File: src/rtl/cmd_frame_parser.sv
`default_nettype none
`timescale 1ns/1ps
// +----------------------------------------------------------------------------+
// | Module      : cmd_frame_parser                                             |
// | Description : Byte-level command frame parser for the USB-CDC receive      |
// |               stream.  Frame: AA 55 cmd lenH lenL payload[len] checksum,   |
// |               checksum = 8-bit sum of cmd, lenH, lenL and payload bytes.   |
// |               Payload bytes are streamed out as they arrive; the frame is  |
// |               closed with a cmd_done (checksum good) or cmd_error pulse.   |
// | Optional    : define CMD_PARSER_TIMEOUT_EN to abort a frame after          |
// |               TIMEOUT_CYCLES idle clocks (cmd_error, back to IDLE).        |
// | Ports       : clk, rst_n (async, active low)                               |
// |               usb_data_in[7:0], usb_data_valid_in  - input byte stream     |
// |               cmd_type[7:0], cmd_length[15:0]      - header of frame       |
// |               cmd_data[7:0], cmd_data_index[15:0]  - current payload byte  |
// |               cmd_start, cmd_data_valid, cmd_done, cmd_error - 1-clk pulses|
// |               parser_busy                          - not in IDLE           |
// | Revision    : 1.0  initial release                                         |
// +----------------------------------------------------------------------------+
module cmd_frame_parser #(
   parameter int MAX_LEN        = 256,
   parameter int TIMEOUT_CYCLES = 50000
) (
   input  logic        clk,
   input  logic        rst_n,
   input  logic [7:0]  usb_data_in,
   input  logic        usb_data_valid_in,
   output logic [7:0]  cmd_type,
   output logic [15:0] cmd_length,
   output logic [7:0]  cmd_data,
   output logic [15:0] cmd_data_index,
   output logic        cmd_start,
   output logic        cmd_data_valid,
   output logic        cmd_done,
   output logic        cmd_error,
   output logic        parser_busy
);

   // ------------------------------------------------------------------------
   // State encoding
   // ------------------------------------------------------------------------
   localparam logic [2:0] c_st_idle    = 3'd0;
   localparam logic [2:0] c_st_sync2   = 3'd1;
   localparam logic [2:0] c_st_cmd     = 3'd2;
   localparam logic [2:0] c_st_len_h   = 3'd3;
   localparam logic [2:0] c_st_len_l   = 3'd4;
   localparam logic [2:0] c_st_payload = 3'd5;
   localparam logic [2:0] c_st_check   = 3'd6;

   localparam logic [7:0]  c_sync1   = 8'hAA;
   localparam logic [7:0]  c_sync2   = 8'h55;
   // One extra bit so that MAX_LEN = 65536 still compares correctly.
   localparam logic [16:0] c_max_len = 17'(MAX_LEN);

   // ------------------------------------------------------------------------
   // Registers
   // ------------------------------------------------------------------------
   logic [2:0]  r_state;
   logic [7:0]  r_acc;
   logic [7:0]  r_cmd_byte;      // command byte of the frame being parsed
   logic [7:0]  r_len_h;
   logic [15:0] r_index;
   logic [7:0]  r_cmd_type;
   logic [15:0] r_cmd_length;
   logic [7:0]  r_cmd_data;
   logic [15:0] r_cmd_data_index;
   logic        r_cmd_start;
   logic        r_cmd_data_valid;
   logic        r_cmd_done;
   logic        r_cmd_error;

   // ------------------------------------------------------------------------
   // Combinational helpers
   // ------------------------------------------------------------------------
   logic [2:0]  w_state_nxt;
   logic [15:0] w_len;
   logic        w_len_over;
   logic        w_last;
   logic [7:0]  w_sum;
   logic        w_chk_ok;
   logic        w_tmo_hit;
   logic        w_start;
   logic        w_data_valid;
   logic        w_done;
   logic        w_error;

   assign w_len      = {r_len_h, usb_data_in};
   assign w_len_over = ({1'b0, w_len} > c_max_len);
   // Only meaningful in PAYLOAD, where r_cmd_length is at least 1.
   assign w_last     = (r_index == (r_cmd_length - 16'd1));
   assign w_sum      = r_acc + usb_data_in;
   assign w_chk_ok   = (usb_data_in == r_acc);

   // ------------------------------------------------------------------------
   // Inter-byte timeout
   // ------------------------------------------------------------------------
`ifdef CMD_PARSER_TIMEOUT_EN
   localparam int                  c_tmo_w    = $clog2(TIMEOUT_CYCLES + 1);
   localparam logic [c_tmo_w-1:0]  c_tmo_last = c_tmo_w'(TIMEOUT_CYCLES - 1);

   logic [c_tmo_w-1:0] r_tmo;

   // Fires on the idle clock that would bring the count to TIMEOUT_CYCLES.
   assign w_tmo_hit = (r_state != c_st_idle) && !usb_data_valid_in &&
                      (r_tmo == c_tmo_last);

   always_ff @(posedge clk or negedge rst_n) begin
      if (!rst_n) begin
         r_tmo <= '0;
      end else if (usb_data_valid_in || (r_state == c_st_idle) || w_tmo_hit) begin
         r_tmo <= '0;
      end else begin
         r_tmo <= r_tmo + c_tmo_w'(1);
      end
   end
`else
   logic w_unused_tmo;

   assign w_unused_tmo = (TIMEOUT_CYCLES != 0);
   assign w_tmo_hit    = 1'b0;
`endif

   // ------------------------------------------------------------------------
   // FSM: state register
   // ------------------------------------------------------------------------
   always_ff @(posedge clk or negedge rst_n) begin
      if (!rst_n) begin
         r_state <= c_st_idle;
      end else begin
         r_state <= w_state_nxt;
      end
   end

   // ------------------------------------------------------------------------
   // FSM: next-state logic (advances only on valid bytes)
   // ------------------------------------------------------------------------
   always_comb begin
      w_state_nxt = r_state;
      if (usb_data_valid_in) begin
         case (r_state)
            c_st_idle: begin
               if (usb_data_in == c_sync1) w_state_nxt = c_st_sync2;
            end
            c_st_sync2: begin
               // A repeated AA may be the real start of a frame.
               if (usb_data_in == c_sync2)      w_state_nxt = c_st_cmd;
               else if (usb_data_in == c_sync1) w_state_nxt = c_st_sync2;
               else                             w_state_nxt = c_st_idle;
            end
            c_st_cmd:   w_state_nxt = c_st_len_h;
            c_st_len_h: w_state_nxt = c_st_len_l;
            c_st_len_l: begin
               if (w_len_over)         w_state_nxt = c_st_idle;
               else if (w_len == '0)   w_state_nxt = c_st_check;
               else                    w_state_nxt = c_st_payload;
            end
            c_st_payload: begin
               if (w_last) w_state_nxt = c_st_check;
            end
            c_st_check: w_state_nxt = c_st_idle;
            default:    w_state_nxt = c_st_idle;
         endcase
      end else if (w_tmo_hit) begin
         w_state_nxt = c_st_idle;
      end
   end

   // ------------------------------------------------------------------------
   // FSM: output decode (pulse requests, registered below)
   // ------------------------------------------------------------------------
   always_comb begin
      w_start      = 1'b0;
      w_data_valid = 1'b0;
      w_done       = 1'b0;
      w_error      = 1'b0;
      if (usb_data_valid_in) begin
         case (r_state)
            c_st_len_l: begin
               if (w_len_over) w_error = 1'b1;
               else            w_start = 1'b1;
            end
            c_st_payload: w_data_valid = 1'b1;
            c_st_check: begin
               if (w_chk_ok) w_done  = 1'b1;
               else          w_error = 1'b1;
            end
            default: ;
         endcase
      end else if (w_tmo_hit) begin
         w_error = 1'b1;
      end
   end

   // ------------------------------------------------------------------------
   // Datapath and registered outputs
   // ------------------------------------------------------------------------
   always_ff @(posedge clk or negedge rst_n) begin
      if (!rst_n) begin
         r_acc            <= '0;
         r_cmd_byte       <= '0;
         r_len_h          <= '0;
         r_index          <= '0;
         r_cmd_type       <= '0;
         r_cmd_length     <= '0;
         r_cmd_data       <= '0;
         r_cmd_data_index <= '0;
         r_cmd_start      <= 1'b0;
         r_cmd_data_valid <= 1'b0;
         r_cmd_done       <= 1'b0;
         r_cmd_error      <= 1'b0;
      end else begin
         r_cmd_start      <= w_start;
         r_cmd_data_valid <= w_data_valid;
         r_cmd_done       <= w_done;
         r_cmd_error      <= w_error;

         if (usb_data_valid_in) begin
            case (r_state)
               c_st_cmd: begin
                  r_cmd_byte <= usb_data_in;
                  r_acc      <= usb_data_in;
               end
               c_st_len_h: begin
                  r_len_h <= usb_data_in;
                  r_acc   <= w_sum;
               end
               c_st_len_l: begin
                  r_acc <= w_sum;
                  // Header outputs only change for an accepted frame so that
                  // a rejected header cannot disturb a handler's view.
                  if (!w_len_over) begin
                     r_cmd_type   <= r_cmd_byte;
                     r_cmd_length <= w_len;
                     r_index      <= '0;
                  end
               end
               c_st_payload: begin
                  r_cmd_data       <= usb_data_in;
                  r_cmd_data_index <= r_index;
                  r_index          <= r_index + 16'd1;
                  r_acc            <= w_sum;
               end
               c_st_check: begin
                  r_acc <= '0;
               end
               default: ;
            endcase
         end
      end
   end

   assign cmd_type       = r_cmd_type;
   assign cmd_length     = r_cmd_length;
   assign cmd_data       = r_cmd_data;
   assign cmd_data_index = r_cmd_data_index;
   assign cmd_start      = r_cmd_start;
   assign cmd_data_valid = r_cmd_data_valid;
   assign cmd_done       = r_cmd_done;
   assign cmd_error      = r_cmd_error;
   assign parser_busy    = (r_state != c_st_idle);

endmodule
`default_nettype wire
File: config.mk
export PLATFORM = sky130hd
export DESIGN_NAME = cmd_frame_parser
export DESIGN_NICKNAME = d
export VERILOG_FILES = /design/src/rtl/cmd_frame_parser.sv
export SDC_FILE = /design/constraint.sdc
export NUM_CORES = 1
export LEC_CHECK = 0
export ABC_AREA = 1
export ABC_CLOCK_PERIOD_IN_PS = 2300
export CORE_ASPECT_RATIO = 0.5
export CORE_UTILIZATION = 40
export CTS_CLUSTER_DIAMETER = 50
export DETAILED_ROUTE_END_ITERATION = 8
export GPL_TIMING_DRIVEN = 0
export HOLD_SLACK_MARGIN = 0.03
export SLEW_MARGIN = 20
export SYNTH_ARGS = -nofsm -noshare
export SYNTH_HDL_FRONTEND = slang
export SYNTH_SLANG_ARGS = --single-unit
File: constraint.sdc
create_clock -name clk -period 2.3 [get_ports clk]
set_input_delay 0.575 -clock clk [delete_from_list [all_inputs] [get_ports clk]]
set_output_delay 0.575 -clock clk [all_outputs]
set_load 0.005 [all_outputs]
### Word-level counts from Yosys, hierarchy flattened

Index checks and enable logic that the tools add are counted.
Widths: inputs -> output; s select.

| cells by class | value |
|---|---|
| bitwise operators | 1 |
| magnitude comparators | 1 |
| equality and inequality tests | 13 |
| muxes and demuxes | 22 |
| add/subtract/negate cells | 3 |
| reduce and logical (&&, ||, !) cells | 13 |

Operators by type and width:

| cell | number |
|---|---|
| $pmux 16 s2 | 1 |
| $pmux 8 s3 | 1 |
| $pmux 3 s6 | 1 |
| $add 16x1->16 const B | 1 |
| $eq 16x16->1 | 1 |
| $gt 16x9->1 const B | 1 |
| $logic_not 16->1 | 1 |
| $mux 16 | 1 |
| $sub 16x1->16 const B | 1 |
| $mux 1 | 12 |
| $eq 3x3->1 const B | 3 |
| $mux 3 | 3 |
| $reduce_and 3->1 | 3 |
| $add 8x8->8 | 1 |
| $eq 8x7->1 const B | 1 |
| $eq 8x8->1 | 1 |
| $eq 8x8->1 const B | 1 |
| $reduce_and 2->1 | 4 |
| $eq 3x2->1 const B | 2 |
| $ne 2x2->1 const B | 3 |
| $reduce_bool 3->1 | 2 |
| $mux 2 | 2 |
| $eq 3x1->1 const B | 1 |
| $logic_not 3->1 | 1 |
| 4 further kinds | 4 |

| word-level totals | value |
|---|---|
| bits in registers | 95 |
| logic and storage cells | 66 |
| input port bits | 11 |
| output and inout bits | 53 |

### Logic depth before layout (Yosys ltp)

Gate-level depths: netlist of run 1.

| depth | value |
|---|---|
| word-level depth | 4 |
| mapped depth | 14 |
| gate-level depth less buffers | 14 |

### Worst setup path before layout of run 1

Ideal clock, no wire load.

| timing path | value |
|---|---|
| kind | input-to-reg |
| start | input port usb_data_in[0] |
| end | register r_acc[6] |
| arrival | 1.952 ns |
| path slack | 0.226 ns |
| required time | 2.178 ns |
| path buffers | 0 |
| cell stages on the path | 12 |
| setup time | 0.122 ns |
| cell sequence | ha_1 -> inv_1 -> fa_1 -> nor2_1 -> o21ai_0 -> nand2_1 -> nand2_1 -> nand2_1 -> a21oi_1 -> or2_2 -> nand3_1 -> a21oi_1 |

| between the ends | value |
|---|---|
| cells in the longest elaborated chain, start to end | 2 |

RTL lines:

| item | RTL line | RTL |
|---|---|---|
| from (decl) | 26 | `input logic [7:0] usb_data_in,` |
| $add 8x8->8 | 91 | `assign w_sum = r_acc + usb_data_in;` |
| $pmux 8 s3 | 218 | `case (r_state)` |
| to (signal assigned) | 221 | `r_acc <= usb_data_in;` |
| to (signal assigned) | 225 | `r_acc <= w_sum;` |
| to (signal assigned) | 228 | `r_acc <= w_sum;` |
| to (decl) | 59 | `logic [7:0] r_acc;` |

Every way passes these cells.
A chain may end at the register's enable or synchronous reset.

### Worst setup path after layout of run 1

| timing path | value |
|---|---|
| start | input port usb_data_in[5] |
| end | register r_index[11] |

| between the ends | value |
|---|---|
| cells in the longest elaborated chain, start to end | 3 |

RTL lines:

| item | RTL line | RTL |
|---|---|---|
| $gt 16x9->1 | 88 | `assign w_len_over = ({1'b0, w_len} > c_max_len);` |
| $ne 2x2->1 (no source line) | -- |  |
| $reduce_and 3->1 (no source line) | -- |  |
| to (signal assigned) | 240 | `r_index <= r_index + 16'd1;` |
| to (decl) | 62 | `logic [15:0] r_index;` |

Every way passes these cells.

==> summary.md, run 1 <==
| Metric | Value |
|---|---|
| Final cycle utilization of the critical path | `0.967` |
| Layout Cells excl Fill | `~890` |
| Clk root buf | `clkbuf_16` |
| Nets | `738` |
| Sequential share of the synthesized area | `0.469` |
| Final hold vios | `0` |
| Final setup viols | `0` |
| First-pass GRT wire length | `approximately 21 mm` |
| Total gr overflow | `0` |
| Warnings from Yosys | `0` |
| # IOs | `64` |
| Layout cells sized above 1 | `0.0914` |
| Min-Delay Path Class | `in -> async` |
| Placer congestion estimate | `0.881` |
| Status | `finished, final reports clean` |
| Starting density of the core | `0.419` |
| Top cells by area, synth | `dfrtp_1, nand2_1, o21ai_0` |
| Clock Sinks | `95` |
| CTS HTree Levels | `3` |
| Synth Cell Area | `0.00507 mm2` |
| Post-CTS Setup Repair Bufs | `0` |
| Std cell rows | `28` |
| Via density | `5.07` |
| Die width | `161 um` |
| Cts hold-fix bufs | `0` |
| Largest stage delay, worst path | `about 600 ps` |
| Most common cell after layout, fill and taps aside | `nand2_1` |
| Mean post-synth cell area | `roughly 7.9 um2` |
| Layout overhead on the synthesized area | `22.9%` |
| Routed len/inst | `14.6 um` |
| Initial antenna violation count | `0` |
| Most frequent cells in the layout | `nand2_1, dfrtp_1, inv_1` |
| Power density over the cells | `1050 mW/mm2` |
| Static Leakage | `3.00 nW` |
| Slowest cell on crit path | `clkdlybuf4s50_1` |
| Yosys top cell by area | `dfrtp_1` |
| Maximum clock rate | `0.450 GHz` |
| Vias after detailed routing | `4496` |
| Final ANT Viol Nets | `0` |
| Worst Path Required | `2520 ps` |
| CTS tree | `yes` |
| DP Cell Count | `871` |
| CP dominant cell by count | `nor2_1` |
| Worst-skew pair later-pin latency | `350 ps` |
| Die area | `0.0132 mm2` |
| Initial DRC Count | `360` |
| Worst endpoint data arrival time | `roughly 2500 ps` |
| Worst-path clk slew | `80 ps` |
| Synth unique cells | `41` |
| Core Util, Final | `0.516` |
| First-pass DRT Iterations | `5` |
| Die Ht | `81.6 um` |
| Worst-Margin Slew | `634 ps` |
| IO buf count | `62` |
| Post-synth top area share | `0.469` |
| Maximum clock path buffer count | `2` |
| Post-route cell area | `0.00623 mm2` |
| Total Routed Length | `12.9 mm` |
| CP Class | `in -> reg` |
| Relative slew margins | `0.577` |
| Minimum clock period | `2220 ps` |
| GRT Overall Usage | `0.210` |
| Final Max Tran Viols | `0` |
| Synth Net Count | `664` |
| Layout Skew | `around 11 ps` |
| Final-layout fill cell count | `1170` |
| Num CTS Buffers | `9` |
| Vias in the first global route | `4223` |
| Max Cap Viol | `0` |
| Synthesized flop and latch total | `95` |
| Post-detail-place hpwl | `9.68 mm` |
| Critical-path maximum fanout | `10` |
| Core area | `0.0121 mm2` |
| Cell Chain, Critical Path | `clkdlybuf4s50_1 > nor2_1 > nand4_1 > a21oi_2 > nand2_2 > nor2_4 > inv_2 > buf_2 > o21ai_1 > nor2_1` |
| Largest net degree at the start of global routing | `63` |
| Synthesized instance count | `643` |
| Worst VDD drop | `0.442 mV` |
| CP Capture Type | `flip-flop` |
| Post-DP Area | `roughly 0.0059 mm2` |
| DRC Markers | `0` |
| Antenna Cells | `0` |
| Worst setup SP type | `input pin` |
| RSZ-0062 raised after global routing | `no` |
==> sequential cells by signal, summed over array words and instances, names as in the netlist <==
register and count:
cmd_data 8, cmd_data_index 16, cmd_data_valid 1, cmd_done 1, cmd_error 1, cmd_length 16, cmd_start 1, cmd_type 8
r_acc 8, r_cmd_byte 8, r_index 16, r_len_h 8, r_state 3
==> synthesized netlist by cell type (all sizes together) <==
master and instances:
nand2 185, nor2 60, nand4 11, nand3 36, fa 1, buf 9
nand3b 1, nor4 9, o21ai 70, nor3 11, and3 1, mux2i 2
o2111ai 1, xnor2 6, ha 9, xor2 13, o21a 1, inv 83
o22ai 3, o21bai 4, a2bb2oi 1, o31ai 4, nor3b 1, or2 1
a31oi 2, a21oi 17, clkbuf 6, dfrtp 95
==> layout make-up <==
cell class / count / area, um2 / area share
clock inverters: 7 / 73.8 / 0.0118
inverters: 83 / 312 / 0.0500
repair buffers: 63 / 644 / 0.103
multi-input cells: 450 / 2300 / 0.369
clock buffers: 9 / 225 / 0.0361
well taps: 165 / 206 / 0.0331
flip-flops and latches: 95 / 2380 / 0.382
plain buffers: 15 / 90.1 / 0.0145
==> per-layer routing <==
layer / GRT usage / vias to the layer above / part of all wire
met5: 0 / - / 0
met3: 0.0374 / 13 / 0.039
met1: 0.294 / 2171 / 0.50
met2: 0.341 / 89 / 0.45
met4: 0.0547 / 0 / 0.011
li1: - / 2223 / -
==> worst paths after layout <==
kind,start,endpoint,slack [ps],cells after the start
max,usb_data_in[5],r_index[11],80,10
min,rst_n,cmd_type[7],110,1
max reg2reg,cmd_length[0],r_state[1],220,13
min reg2reg,cmd_type[2],cmd_type[2],480,2
max in group asynchronous,rst_n,r_index[5],1580,2
min in group clk,cmd_type[2],cmd_type[2],480,2
==> stage by stage <==
| stage | TNS (ps) | setup slack [ps] | hold WS, ps | power [W] |
|---|---|---|---|---|
| CTS | 0 | 20.2 | 115 | 0.00657 |
| global placement | -293760 | -3030 | 458 | 0.00499 |
| finish | 0 | 76.6 | 107 | 0.00654 |
| floorplan | 0 | 226 | 279 | 0.00406 |
| detailed placement | -8020 | -663 | 459 | 0.00505 |
| global route | 0 | 6.18 | 121 | 0.00706 |
==> cell families (layout without fill, tap and decap cells) <==
kind of cell,Yosys count,after routing,share of synthesized area
AO/OA/AOI/OAI,103,103,0.112
multiplexers,2,2,0.00395
buffers and inverters,98,177,0.0792
AND/OR/NAND/NOR,316,316,0.277
XOR/XNOR,19,19,0.0328
adder cells (fa/ha/maj),10,10,0.0262
flip-flops,95,95,0.469
==> critical path: cells and delay by family <==
family	cells	cell delay, ps
compound gates	2	300
simple gates	5	640
buf+inv	3	930
==> report_power, final <==
part           internal (W)  switching [W]
sequential          0.00217       0.000414
clock              0.000768       0.000737
combinational       0.00112        0.00134
total               0.00405        0.00249
==> timing repair <==
action | CTS | global route
gates resized for setup | 3 | 7
endpoints found under the setup margin | 2 | 1
pin swaps | 0 | 0
(Power assumes the default switching activity.)
==> run 2, diff against run 1 <==
- PLACE_DENSITY: not set -> 0.58
- SETUP_SLACK_MARGIN: not set -> 0.1
==> summary.md, run 2 (synthesized netlist as in run 1, its figures left out) <==
| Metric | Value |
|---|---|
| Worst-Margin Slew | `652 ps` |
| Post-detail-place hpwl | `9.75 mm` |
| Most common cell after layout, fill and taps aside | `nand2_1` |
| Min-Delay Path Class | `in -> async` |
| Worst Path Required | `1730 ps` |
| Worst endpoint data arrival time | `about 1600 ps` |
| Routed len/inst | `14.6 um` |
| GRT Overall Usage | `0.214` |
| Largest net degree at the start of global routing | `65` |
| Worst VDD drop | `0.385 mV` |
| CP Class | `reg -> out` |
| Initial antenna violation count | `0` |
| Vias after detailed routing | `4511` |
| Status | `finished, final reports clean` |
| Placer congestion estimate | `0.890` |
| Layout Cells excl Fill | `891` |
| Std cell rows | `28` |
| CTS tree | `yes` |
| First-pass DRT Iterations | `5` |
| Flop2flop setup slack | `230 ps` |
| Seq pwr share | `0.396` |
| Worst-path clk slew | `70 ps` |
| Via density | `between 5 and 6` |
| Final cycle utilization of the critical path | `0.924` |
| Antenna Cells | `0` |
| Final hold vios | `0` |
| Nets | `742` |
| Worst setup SP type | `flip-flop` |
| Final Max Tran Viols | `0` |
| Multi-input gate area | `0.00233 mm2` |
| Switching share of power | `0.372` |
| Final setup viols | `0` |
| IO buf count | `62` |
| Comb pwr share | `0.382` |
| Total gr overflow | `0` |
| Die area | `between 0.01 and 0.015 mm2` |
| Post-DP Area | `0.00592 mm2` |
| Layout overhead on the synthesized area | `23.9%` |
| Post-route cell area | `0.00628 mm2` |
| Starting density of the core | `0.419` |
| Most frequent cells in the layout | `nand2_1, dfrtp_1, inv_1` |
| Initial DRC Count | `333` |
| # IOs | `64` |
| First-pass GRT wire length | `21.9 mm` |
| Layout Skew | `7.28 ps` |
| Vias in the first global route | `4361` |
| DP Cell Count | `871` |
| Reg area | `0.00238 mm2` |
| PnR Total Power | `0.00653 W` |
| Relative slew margins | `0.565` |
| Internal Power | `roughly 0.004 W` |
| Worst-skew pair later-pin latency | `~350 ps` |
| CTS HTree Levels | `3` |
| Core area | `0.0121 mm2` |
| DRC Markers | `0` |
| Die width | `161 um` |
| RSZ-0062 raised after global routing | `yes` |
| Cts hold-fix bufs | `0` |
| Clk root buf | `clkbuf_16` |
| Clock Sinks | `95` |
| Clk pwr share | `0.222` |
| Total Routed Length | `between 10 and 15 mm` |
| Maximum clock rate | `0.470 GHz` |
| Maximum clock path buffer count | `2` |
| Max Cap Viol | `0` |
| NetSw | `around 0.0024 W` |
| Die Ht | `81.6 um` |
| Static Leakage | `3.03 nW` |
| Final ANT Viol Nets | `0` |
| Final TNS setup | `0 ps` |
| Power density over the cells | `1040 mW/mm2` |
| Layout cells sized above 1 | `0.103` |
| Num CTS Buffers | `9` |
| Minimum clock period | `about 2100 ps` |
| Final-layout fill cell count | `about 1200` |
| CP Capture Type | `output port` |
| Critical-path maximum fanout | `6` |
## run 2: cell type report
type                            instances  area share
Buffer                                 15      0.0143
Clock buffer                           12      0.0409
Clock inverter                          4     0.00478
Inverter                               83      0.0496
Multi-Input combinational cell        450       0.371
Sequential cell                        95       0.379
Tap cell                              165      0.0329
Timing Repair Buffer                   67       0.108
## run 2: worst max-delay path, stage by stage (launching register included)
cell             delay (ps)
dfrtp_1                 450
nor3_1                  200
inv_1                   110
clkdlybuf4s50_1         460
## run 2: metrics by stage
stage	setup WS, ps	utilization	hold WS, ps
after floorplan	226	-	279
after global placement	-3080	0.488	456
after detailed placement	-657	0.490	458
after CTS	86.5	0.514	112
after global routing	38.2	0.519	118
final	174	0.519	107
## run 2: metal layers
layer,vias up,track usage,share of wire
li1,2227,-,-
met1,2187,0.299,0.50
met2,85,0.349,0.45
met3,12,0.0419,0.039
met4,0,0.0453,0.0082
met5,-,0,0
## run 2: repair_timing
| item | 4_1_cts | 5_1_grt |
|---|---|---|
| setup buffers | 0 | 4 |
| setup endpoints to repair | 2 | 51 |
| gates resized for setup | 9 | 16 |
| pin swaps | 0 | 3 |
## run 2: worst paths after layout
check / from / end / cells past startpoint
hold / removal: rst_n / cmd_data[1] / 1
setup reg to reg: r_acc[0] / r_acc[6] / 12
min in group clk: cmd_type[0] / cmd_type[0] / 2
setup / recovery: r_state[0] / parser_busy / 3
max in group asynchronous: rst_n / cmd_length[0] / 2
hold reg to reg: cmd_type[0] / cmd_type[0] / 2
## run 2: power by group through the flow
stage	Combinational [W]	Clock (W)	Sequential, W
after detailed placement	0.00246	0	0.00260
final	0.00249	0.00145	0.00258
after global routing	0.00286	0.00156	0.00265
after global placement	0.00240	0	0.00260
after floorplan	0.00153	0	0.00253
after CTS	0.00247	0.00149	0.00258
==> run 3, diff against run 2 <==
- GPL_TIMING_DRIVEN: 0 -> 1
==> summary.md, run 3 (synthesized netlist as in run 1, its figures left out) <==
| Metric | Value |
|---|---|
| CP Class | `reg -> out` |
| Final ANT Viol Nets | `0` |
| Clk root buf | `clkbuf_16` |
| Std cell rows | `28` |
| Cell Chain, Critical Path | `nor3_1 > inv_1 > clkdlybuf4s50_1` |
| Die area | `0.0132 mm2` |
| Clock Sinks | `95` |
| RR Endpoint | `r_state[1]` |
| Final setup viols | `0` |
| Nets | `764` |
| Min-Delay Path Class | `in -> async` |
| Relative slew margins | `0.535` |
| Initial DRC Count | `313` |
| Pre-CTS WS | `-436 ps` |
| Cts hold-fix bufs | `0` |
| Seq pwr share | `0.381` |
| Slowest cell on crit path | `clkdlybuf4s50_1` |
| Total Routed Length | `between 10 and 15 mm` |
| Reg2reg start | `cmd_length[1]` |
| Via density | `slightly below 5` |
| Vias in the first global route | `4218` |
| Worst-Margin Slew | `697 ps` |
| Comb pwr share | `0.375` |
| Final TNS setup | `0 ps` |
| Num CTS Buffers | `9` |
| Max Cap Viol | `0` |
| Static Leakage | `~3.2 nW` |
| Worst Path Required | `1730 ps` |
| Antenna Cells | `0` |
| DRC Markers | `0` |
| First-pass GRT wire length | `21.2 mm` |
| Layout Skew | `between 9 and 10 ps` |
| First-pass DRT Iterations | `7` |
| Post-detail-place hpwl | `9.74 mm` |
| Worst-skew pair later-pin latency | `around 340 ps` |
| Power density over the cells | `1050 mW/mm2` |
| Routed len/inst | `14.1 um` |
| Placer congestion estimate | `about 0.89` |
| Minimum clock period | `2100 ps` |
| CTS HTree Levels | `3` |
| Most common cell after layout, fill and taps aside | `nand2_1` |
| Maximum clock rate | `0.477 GHz` |
| Starting density of the core | `0.419` |
| # IOs | `64` |
| Worst setup SP type | `flip-flop` |
| Layout overhead on the synthesized area | `28.2%` |
| Core area | `0.0121 mm2` |
| Flop2flop setup slack | `290 ps` |
| NetSw | `0.00244 W` |
| Status | `finished, final reports clean` |
| Final hold vios | `0` |
| Vias after detailed routing | `between 4000 and 5000` |
| Final setup margin | `205 ps` |
| R2R depth | `13` |
| Initial antenna violation count | `0` |
| Maximum clock path buffer count | `2` |
| IO buf count | `between 60 and 70` |
| CTS tree | `yes` |
| GRT Overall Usage | `0.206` |
| Largest net degree at the start of global routing | `50` |
| Worst endpoint data arrival time | `1520 ps` |
| Total gr overflow | `0` |
| Final Max Tran Viols | `0` |
| Critical-path maximum fanout | `5` |
| RSZ-0062 raised after global routing | `no` |
| Switching share of power | `0.359` |
| Layout cells sized above 1 | `0.130` |
| CP Capture Type | `output port` |
| Internal Power | `0.00437 W` |
| Most frequent cells in the layout | `nand2_1, dfrtp_1, inv_1` |
| Die Ht | `81.6 um` |
| Worst VDD drop | `0.470 mV` |
| Final cycle utilization of the critical path | `0.911` |
| Largest stage delay, worst path | `450 ps` |
| Die width | `161 um` |
| Clk pwr share | `0.244` |
| Worst-path clk slew | `70 ps` |
run 3: changes by cell type in the layout (fill, tap and decap cells not counted), moves of 2 or more:
cell,delta
buf_12,+2
bufinv_16,+2
ha_1,+2
ha_4,-2
clkbuf_1,-6
clkdlybuf4s50_1,+3
buf_4,+35
buf_2,-7
buf_6,-4
run 3: worst max path at each step:
stage / start / to / slack [ps] / depth (start not counted)
after global routing: usb_data_in[7] / r_index[7] / 90 / 11
after CTS: r_state[1] / parser_busy / 180 / 3
after global placement: usb_data_in[0] / r_acc[6] / -420 / 13
after detailed placement: usb_data_in[0] / r_acc[6] / -440 / 13
after floorplan: usb_data_in[0] / r_acc[6] / 230 / 12
final: r_state[1] / parser_busy / 200 / 3
run 3: cell type report:
cell class | count | area, um2
well taps | 165 | 206
clock buffers | 10 | 239
inverters | 83 | 312
multi-input cells | 450 | 2300
fillers | 1187 | 5590
flip-flops and latches | 95 | 2380
clock inverters | 6 | 92.6
repair buffers | 104 | 966
run 3: routing by layer:
metal	up-vias	track usage	part of all wire
li1	2282	-	-
met1	2118	0.288	0.50
met2	91	0.339	0.45
met3	9	0.0369	0.036
met4	0	0.0387	0.0066
met5	-	0	0
run 3: critical path, delay by kind of cell (launching register included):
| kind | cells | cell delay (ps) |
|---|---|---|
| buffers and inverters | 2 | 550 |
| flip-flops | 1 | 430 |
| AND/OR/NAND/NOR | 1 | 200 |
run 3: repair_timing:
action	in CTS	in global routing
setup buffers	0	0
endpoints found under the setup margin	1	8
resized for setup	4	7
pin swaps	2	4
run 3: stage by stage:
step	utilization	total power, W	hold WS, ps	instance area, um2	instances
final	0.537	0.00682	202	6500	913
after global routing	0.537	0.00733	243	6500	913
after CTS	0.536	0.00686	219	6480	913
after detailed placement	0.508	0.00518	463	6150	897
after global placement	0.508	0.00514	458	6150	897
after floorplan	-	0.00406	279	5070	643
run 3: power groups by stage:
stage | registers, W | clock network (W) | logic [W]
after floorplan | 0.00253 | 0 | 0.00153
after global placement | 0.00262 | 0 | 0.00252
after detailed placement | 0.00262 | 0 | 0.00256
after CTS | 0.00260 | 0.00169 | 0.00257
after global routing | 0.00267 | 0.00175 | 0.00290
final | 0.00260 | 0.00166 | 0.00256
